$ cat src/rtl/lsm_sequencer.sv
// Load-multiple / store-multiple sequencer: freezes decode and walks the register
// mask of an LM/SM, issuing one register transfer per accepted cycle.
module lsm_sequencer #(
  parameter int          NREGS     = 8,
  parameter int          REG_IDX_W = 3,
  parameter int          ADDR_W    = 16,
  parameter logic [3:0]  OPC_LM    = 4'b0110,
  parameter logic [3:0]  OPC_SM    = 4'b0111
) (
  input  logic                 clk,
  input  logic                 rst,
  input  logic [15:0]          ir,
  input  logic                 ir_valid,
  input  logic [ADDR_W-1:0]    base_addr,
  input  logic                 advance,
  input  logic                 flush,
  output logic                 stall,
  output logic                 mux_control,
  output logic                 xfer_valid,
  output logic                 xfer_is_load,
  output logic [REG_IDX_W-1:0] xfer_reg,
  output logic [ADDR_W-1:0]    xfer_addr,
  output logic                 last,
  output logic                 busy
);

  typedef enum logic {
    IDLE = 1'b0,
    RUN  = 1'b1
  } state_e;

  localparam logic [NREGS-1:0]  MASK_ONE = NREGS'(1);
  localparam logic [ADDR_W-1:0] ADDR_ONE = ADDR_W'(1);

  state_e              state_q, state_d;
  logic [NREGS-1:0]    remaining_q, remaining_d;
  logic [ADDR_W-1:0]   addr_q, addr_d;
  logic                is_load_q, is_load_d;

  logic [NREGS-1:0]    mask;
  logic [3:0]          opcode;
  logic                is_lm;
  logic                multi;
  logic [NREGS-1:0]    remaining_rest;
  logic                one_left;

  assign mask   = ir[NREGS-1:0];
  assign opcode = ir[15:12];
  assign is_lm  = (opcode == OPC_LM);

  // x & (x-1) clears the lowest set bit: non-zero means two or more bits set.
  assign multi = ir_valid && (is_lm || (opcode == OPC_SM)) &&
                 ((mask & (mask - MASK_ONE)) != '0);

  assign remaining_rest = remaining_q & (remaining_q - MASK_ONE);
  assign one_left       = (remaining_q != '0) && (remaining_rest == '0);

  generate
    if (NREGS < 12) begin : g_unused
      logic unused_ir_bits;
      assign unused_ir_bits = ^ir[11:NREGS];
    end
  endgenerate

  // NOTE: sequential state uses non-blocking assignments so every flop samples
  // pre-edge values; blocking here would create order-dependent races.
  always_ff @(posedge clk or negedge rst) begin
    if (!rst) begin
      state_q     <= IDLE;
      remaining_q <= '0;
      addr_q      <= '0;
      is_load_q   <= 1'b0;
    end else begin
      state_q     <= state_d;
      remaining_q <= remaining_d;
      addr_q      <= addr_d;
      is_load_q   <= is_load_d;
    end
  end

  // NOTE: every always_comb output gets a default first, so no path can leave
  // a signal unassigned and infer a latch.
  always_comb begin
    state_d     = state_q;
    remaining_d = remaining_q;
    addr_d      = addr_q;
    is_load_d   = is_load_q;
    unique case (state_q)
      IDLE: begin
        if (multi && !flush) begin
          state_d     = RUN;
          remaining_d = mask;
          addr_d      = base_addr;
          is_load_d   = is_lm;
        end
      end
      RUN: begin
        if (flush) begin
          state_d     = IDLE;
          remaining_d = '0;
        end else if (advance) begin
          remaining_d = remaining_rest;
          addr_d      = addr_q + ADDR_ONE;
          if (one_left) state_d = IDLE;
        end
      end
      default: state_d = IDLE;
    endcase
  end

  always_comb begin
    busy         = 1'b0;
    mux_control  = 1'b0;
    xfer_valid   = 1'b0;
    xfer_is_load = 1'b0;
    xfer_reg     = '0;
    xfer_addr    = '0;
    last         = 1'b0;
    if (state_q == RUN) begin
      busy         = 1'b1;
      mux_control  = 1'b1;
      xfer_valid   = 1'b1;
      xfer_is_load = is_load_q;
      xfer_addr    = addr_q;
      last         = one_left;
      // Descending scan: the lowest set bit is written last and wins.
      for (int i = NREGS - 1; i >= 0; i--) begin
        if (remaining_q[i]) xfer_reg = REG_IDX_W'(i);
      end
    end
    stall = rst && (busy || (multi && !flush));
  end

endmodule

$ cat config.mk
export PLATFORM = sky130hd
export DESIGN_NAME = lsm_sequencer
export DESIGN_NICKNAME = d
export VERILOG_FILES = /design/src/rtl/lsm_sequencer.sv
export SDC_FILE = /design/constraint.sdc
export NUM_CORES = 1
export LEC_CHECK = 0
export ABC_AREA = 1
export BUFFER_PORTS_ARGS = -buffer_cell sky130_fd_sc_hd__clkbuf_2
export CORE_MARGIN = 5
export CORE_UTILIZATION = 55
export CTS_BUF_LIST = sky130_fd_sc_hd__clkbuf_8 sky130_fd_sc_hd__clkbuf_16
export DETAILED_ROUTE_END_ITERATION = 6
export PLACE_DENSITY_LB_ADDON = 0.1
export REMOVE_ABC_BUFFERS = 1
export SLEW_MARGIN = 40
export SYNTH_ARGS = -nofsm -noshare
export SYNTH_HDL_FRONTEND = slang
export SYNTH_SLANG_ARGS = --single-unit
$ cat constraint.sdc
create_clock -name clk -period 2.8 [get_ports clk]
set_clock_uncertainty 0.2 [all_clocks]
set_input_delay 0.14 -clock clk [delete_from_list [all_inputs] [get_ports clk]]
set_output_delay 0.14 -clock clk [all_outputs]
set_load 0.02 [all_outputs]
# Word-level counts from Yosys, hierarchy flattened
# Index checks and enable logic that the tools add are counted.
[word_totals]
ff_bits = 26
in_bits = 37
out_inout_bits = 25
wordCells = 56
[classes]
n_addsub = 3
eq_ne = 6
muxes = 26
bitwise = 3
reduce_logical = 14
[op_table]
columns = ["op", "count"]
rows = [
  ["$mux 16", 4],
  ["$pmux 16 s2", 1],
  ["$mux 3", 9],
  ["$mux 8", 3],
  ["$add 16x1->16 const B", 1],
  ["$and 8x8->8", 2],
  ["$pmux 8 s2", 1],
  ["$reduce_bool 8->1", 2],
  ["$sub 8x1->8 const B", 2],
  ["$eq 4x3->1 const B", 2],
  ["$logic_not 8->1", 1],
  ["$mux 1", 7],
  ["$ne 2x2->1 const B", 3],
  ["$logic_and 1x1->1", 5],
  ["$reduce_and 2->1", 2],
  ["$ne 3x3->1 const B", 1],
  ["$reduce_and 3->1", 1],
  ["$logic_or 1x1->1", 2],
  ["$pmux 1 s2", 1],
  ["$logic_not 1->1", 1],
  ["$not 1->1", 1],
]

# Longest topological paths before layout
[depth]
ltp_word = 9
ltp_mapped = 10
mapped_depth_nobuf = 10

# Worst setup path after synthesis
# Ideal clock, no wire load.
[synth_path]
path_type = "register -> output"
start = "register state_q"
end = "output stall"
arrival_time_ns = 1.520
required_time_ns = 2.460
slack_ns = 0.940
stages_incl_launch_ff = 5
n_path_buf = 2
cell_sequence = "dfrtp_1 > inv_1 > buf_2 > buf_2 > a21boi_0"
[synth_between]
elab_chain_cells = 3
[synth_lines]
columns = ["item", "line_no", "source"]
rows = [
  ["start, declared", "35", "state_e state_q, state_d;"],
  ["start signal, assigned", "74", "state_q <= state_d;"],
  ["$mux 1", "119", "if (state_q == RUN) begin"],
  ["$logic_or 1x1->1", "131", "stall = rst && (busy || (multi && !flush));"],
  ["$logic_and 1x1->1", "131", ""],
  ["end, declared", "17", "output logic stall,"],
]
# Every way passes these cells.

# Worst setup path after layout
[layout_path]
start = "register remaining_q[0]"
end = "output last"
[layout_between]
elab_chain_cells = 5
word_cells_on_any_way = 6
classes_between = "add/sub: 1; mux: 1; bitwise: 1; reduce/logical: 3"
[layout_lines]
columns = ["item", "line_no", "source"]
rows = [
  ["start, declared", "36", "logic [NREGS-1:0] remaining_q, remaining_d;"],
  ["start signal, assigned", "75", "remaining_q <= remaining_d;"],
  ["$sub 8x1->8", "55", "assign remaining_rest = remaining_q & (remaining_q - MASK_ONE);"],
  ["$and 8x8->8", "55", ""],
  ["$logic_not 8->1", "56", "assign one_left = (remaining_q != '0) && (remaining_rest == '0);"],
  ["$logic_and 1x1->1 *", "56", ""],
  ["$mux 1 *", "119", ""],
  ["end, declared", "23", "output logic last,"],
]
# Every way passes the cells marked *; elsewhere a longest branch is shown, timed or not.

==> results.txt <==
The run finished with clean final reports. The total global routing overflow is 0. CTS built an H-tree with a depth of 1.

The routing usage on met3 came out at under 10%. In this run, the number of DRC markers left after iteration 0 of detailed routing was 211. Once layout is complete, the utilization of the core stands at 67.9%. The combined global-route utilization of all metal layers came out at between 20% and 30%. The startpoint identified for the worst hold timing path is base_addr[10]. Of the total power, combinational logic draws approximately 47%. After floorplanning, the core was sized to cover 3720 um^2. The number of placement rows came out at 22.

The number of antenna repair diodes is 0. The cell-internal power came out at 994 uW. The die covers 5240 um^2. The hold violation total from the final report is 0. After technology mapping, the gate count stands at 352.

Once detailed placement completed, the half-perimeter wirelength came to 4010 um. The number of buffers between clock root and the deepest sink is 2. The layout has 371 filler cells. The die is 72.4 um wide. The post-detailed-route DRC marker count is 0.

The maximum ir drop on the vdd rail came out at 0.484 mV. The portion of total power attributed to the clock network is 13.4%. The total power per unit cell area is about 740 nW/um^2. The count of boundary I/O pins came out at 62. The critical path class is register to output port. Sorting the synthesized cells by area gives the leading types as sky130_fd_sc_hd__dfrtp_1, sky130_fd_sc_hd__nand2_1, sky130_fd_sc_hd__nand3_1, sky130_fd_sc_hd__inv_1, sky130_fd_sc_hd__nor2_1. The sink of the worst hold path is addr_q[10]$_DFFE_PN0P_.

The static leakage came out at 0.00153 uW. The max-capacitance violation count is 0. The number of global-route vias before repair came to 2,223. The worst reg-to-reg path cell count is 10. The number of detailed-routing iterations run before antenna repair came out at 4. The insertion delay to the later sink of the worst-skew pair came out at 0.27 ns.

The total net switching power came out at 882 uW. The number of antenna violations at the first check in global routing is 0. After detailed routing, the number of vias per cell comes to roughly 5.3. The type of element launching the critical path is a register. The post-synthesis cell area came out at 2140 um^2. The placed cell area is 2420 um^2. The CTS buffer count came out at 3. The worst hold path belongs to the class input pin to register. The overall power consumption is 1880 uW. Buffers placed on the I/O ports in this run total 57.

For the pin with the worst max-slew slack, the measured transition is 0.640 ns. The worst relative slew slack is 57.0%. The register share of total power came out at 39.9%. The wire length of the first global-routing pass is 9570 um. The worst path uses 75.5% of the clock period. The area growth from synthesis to final layout is 17.9%. The number of standard cells in the layout, taps in and fillers out came out at 456. The met2 usage in global routing is 38.7%. The setup TNS after final layout is 0 ns. sky130_fd_sc_hd__dfrtp_1 takes more of the synthesized area than any other cell.

The initial utilization of the core area, before any placement, comes to between 50% and 60%. The clock tree from TritonCTS is built. The synthesized area per cell came out at between 6 and 7 um^2. The number of instances on the worst hold path is 5. The startpoint identified for the worst register-to-register timing path is addr_q[0]$_DFFE_PN0P_. The met1 global-route usage is 29.5%. The floorplan step set the die height to 72.4 um. The routed length per instance is 12.3 um. In this run, distinct cell masters in the synthesized netlist total 27. The largest fanout on the critical path came out at 4. Entering global routing, the biggest net connects 35 pins.

The vias after detailed routing came out at 2,424. The register-to-register setup slack came out at 0.90 ns. The most utilized layer in the global route result is met2.

The proportion of synthesized chip area in sequential cells came out at slightly above 30%. The clock input transition at the sequential cells of the worst setup and hold paths came out at 0.10 ns. The number of warnings printed during yosys synthesis came out at 0. Net switching is 47.0% of the power. STA puts the critical path data arrival time at ~1.8 ns. The total of flip-flops plus latches after synthesis is 26.

The data required time at the worst endpoint came out at about 2.5 ns. The layout net count is approximately 450. At the end of routability-driven placement, the weighted congestion stood at between 0.8 and 0.9. The tree built by TritonCTS fans out to 26 sinks.

After detailed routing, the total wire length is 5610 um. The fraction of layout instances using a drive strength above 1 is a little under a fifth. The worst register-to-register path ends at addr_q[14]$_DFFE_PN0P_.

The final setup violation count is 0. The number of pins with negative max-slew slack in the final report came to 0. The upper clock frequency limit is 473 MHz.

The clock root buffer is sky130_fd_sc_hd__clkbuf_8. The final critical path time including I/O delays and setup is 2.11 ns. The final design area excluding fillers came out at 2520 um^2. The cell total after placement is 447.

STA classifies the critical path endpoint as an output port. The count of nets left with antenna violations after detail routing is 0. The share of synthesized area in the top cell type comes to 30.4%. Setup repair after global routing left no endpoint under its margin.
-- layout make-up --
| cell class | instances | area (um^2) | share of cell area (%) |
|---|---|---|---|
| Clock buffer | 4 | 55.1 | 2.18 |
| Inverter | 47 | 176 | 6.99 |
| Multi-Input combinational cell | 265 | 1220 | 48.2 |
| Sequential cell | 26 | 651 | 25.8 |
| Tap cell | 48 | 60.1 | 2.38 |
| Timing Repair Buffer | 66 | 365 | 14.5 |
-- worst max-delay path: stages (launching register included) --
cell and delay (ns):
sky130_fd_sc_hd__dfrtp_1 0.42, sky130_fd_sc_hd__nor2_1 0.23, sky130_fd_sc_hd__nand2_1 0.14, sky130_fd_sc_hd__o21ai_0 0.20, sky130_fd_sc_hd__nand2_1 0.07, sky130_fd_sc_hd__nor2_1 0.09, sky130_fd_sc_hd__nand2_1 0.08, sky130_fd_sc_hd__nor2_1 0.09
sky130_fd_sc_hd__clkbuf_2 0.17
-- cell usage in the layout, fill, tap and decap left out, types with 3 or more instances in the layout --
master / count
sky130_fd_sc_hd__dlygate4sd3_1: 5
sky130_fd_sc_hd__o21ai_1: 3
sky130_fd_sc_hd__inv_1: 47
sky130_fd_sc_hd__buf_4: 4
sky130_fd_sc_hd__nand3_1: 60
sky130_fd_sc_hd__dfrtp_1: 26
sky130_fd_sc_hd__nand4_1: 8
sky130_fd_sc_hd__clkbuf_2: 57
sky130_fd_sc_hd__nor2_1: 23
sky130_fd_sc_hd__nand2_1: 124
sky130_fd_sc_hd__o21ai_0: 15
sky130_fd_sc_hd__nor3_1: 4
sky130_fd_sc_hd__clkbuf_8: 4
sky130_fd_sc_hd__nor2_2: 6
sky130_fd_sc_hd__a21oi_1: 8
sky130_fd_sc_hd__nand3_2: 3
-- metrics by stage --
stage          worst slack (ns)  hold WS [ns]
5_1_grt                   0.443       0.00876
4_1_cts                   0.661        0.0114
6_report                  0.687       0.00736
3_5_place_dp              0.925       -0.0367
3_3_place_gp              0.969       -0.0346
2_1_floorplan           -0.0763        -0.356
-- power groups by stage --
| stage | clock network (uW) | logic [uW] | registers [uW] |
|---|---|---|---|
| floorplan | 0 | 644 | 715 |
| global placement | 0 | 845 | 744 |
| detailed placement | 0 | 868 | 749 |
| CTS | 257 | 877 | 741 |
| global route | 275 | 1000 | 778 |
| finish | 252 | 876 | 749 |
-- layer usage --
| layer | vias up | share of wire, % |
|---|---|---|
| li1 | 1242 | - |
| met1 | 1098 | 45 |
| met2 | 80 | 48 |
| met3 | 4 | 7.0 |
| met4 | 0 | 0.75 |
| met5 | - | 0 |
-- worst max path at each step --
| stage | from | end | depth (start not counted) |
|---|---|---|---|
| detailed placement | addr_q[0]$_DFFE_PN0P_ | addr_q[14]$_DFFE_PN0P_ | 10 |
| global placement | addr_q[0]$_DFFE_PN0P_ | addr_q[14]$_DFFE_PN0P_ | 10 |
| CTS | remaining_q[0]$_DFFE_PN0P_ | last | 8 |
| floorplan | state_q$_DFF_PN0_ | addr_q[0]$_DFFE_PN0P_ | 5 |
| global route | remaining_q[0]$_DFFE_PN0P_ | last | 8 |
| finish | remaining_q[0]$_DFFE_PN0P_ | last | 8 |
-- cells by family after synthesis --
| group | count (synthesis) | synth area share [%] |
|---|---|---|
| AOI/OAI and AO/OA | 31 | 7.95 |
| xor gates and xnor gates | 1 | 0.409 |
| buffers and inverters | 61 | 12.7 |
| DFF | 26 | 30.4 |
| adders and majority gates | 1 | 0.584 |
| and+or+nand+nor | 232 | 47.9 |
-- state kept, by name, summed over array words and instances, names as in the netlist --
signal,cells
addr_q,16
remaining_q,8
is_load_q,1
state_q,1
-- what timing repair did --
| item | in CTS | in global routing |
|---|---|---|
| setup buffers | 0 | 0 |
| hold buffers | 5 | 0 |
| resized for setup | 0 | 0 |
| hold endpoints to repair | 29 | 0 |
-- cells in the mapped netlist --
cell type / n
sky130_fd_sc_hd__nand4_1: 8
sky130_fd_sc_hd__nand2_2: 1
sky130_fd_sc_hd__buf_4: 2
sky130_fd_sc_hd__buf_2: 5
sky130_fd_sc_hd__ha_1: 1
sky130_fd_sc_hd__nand3_1: 60
sky130_fd_sc_hd__o21bai_2: 1
sky130_fd_sc_hd__o21ai_0: 15
sky130_fd_sc_hd__clkbuf_1: 3
sky130_fd_sc_hd__nand2_1: 124
sky130_fd_sc_hd__buf_6: 4
sky130_fd_sc_hd__xnor2_1: 1
sky130_fd_sc_hd__a22oi_1: 1
sky130_fd_sc_hd__nor2_1: 23
sky130_fd_sc_hd__dfrtp_1: 26
sky130_fd_sc_hd__a21boi_0: 1
sky130_fd_sc_hd__inv_1: 47
sky130_fd_sc_hd__nor2_2: 6
sky130_fd_sc_hd__o22ai_1: 1
sky130_fd_sc_hd__o21ai_1: 3
sky130_fd_sc_hd__nand3_4: 1
sky130_fd_sc_hd__or2_2: 1
sky130_fd_sc_hd__o21bai_1: 1
sky130_fd_sc_hd__nand3_2: 3
sky130_fd_sc_hd__or2_1: 1
sky130_fd_sc_hd__a21oi_1: 8
sky130_fd_sc_hd__nor3_1: 4
(Power assumes the default switching activity.)
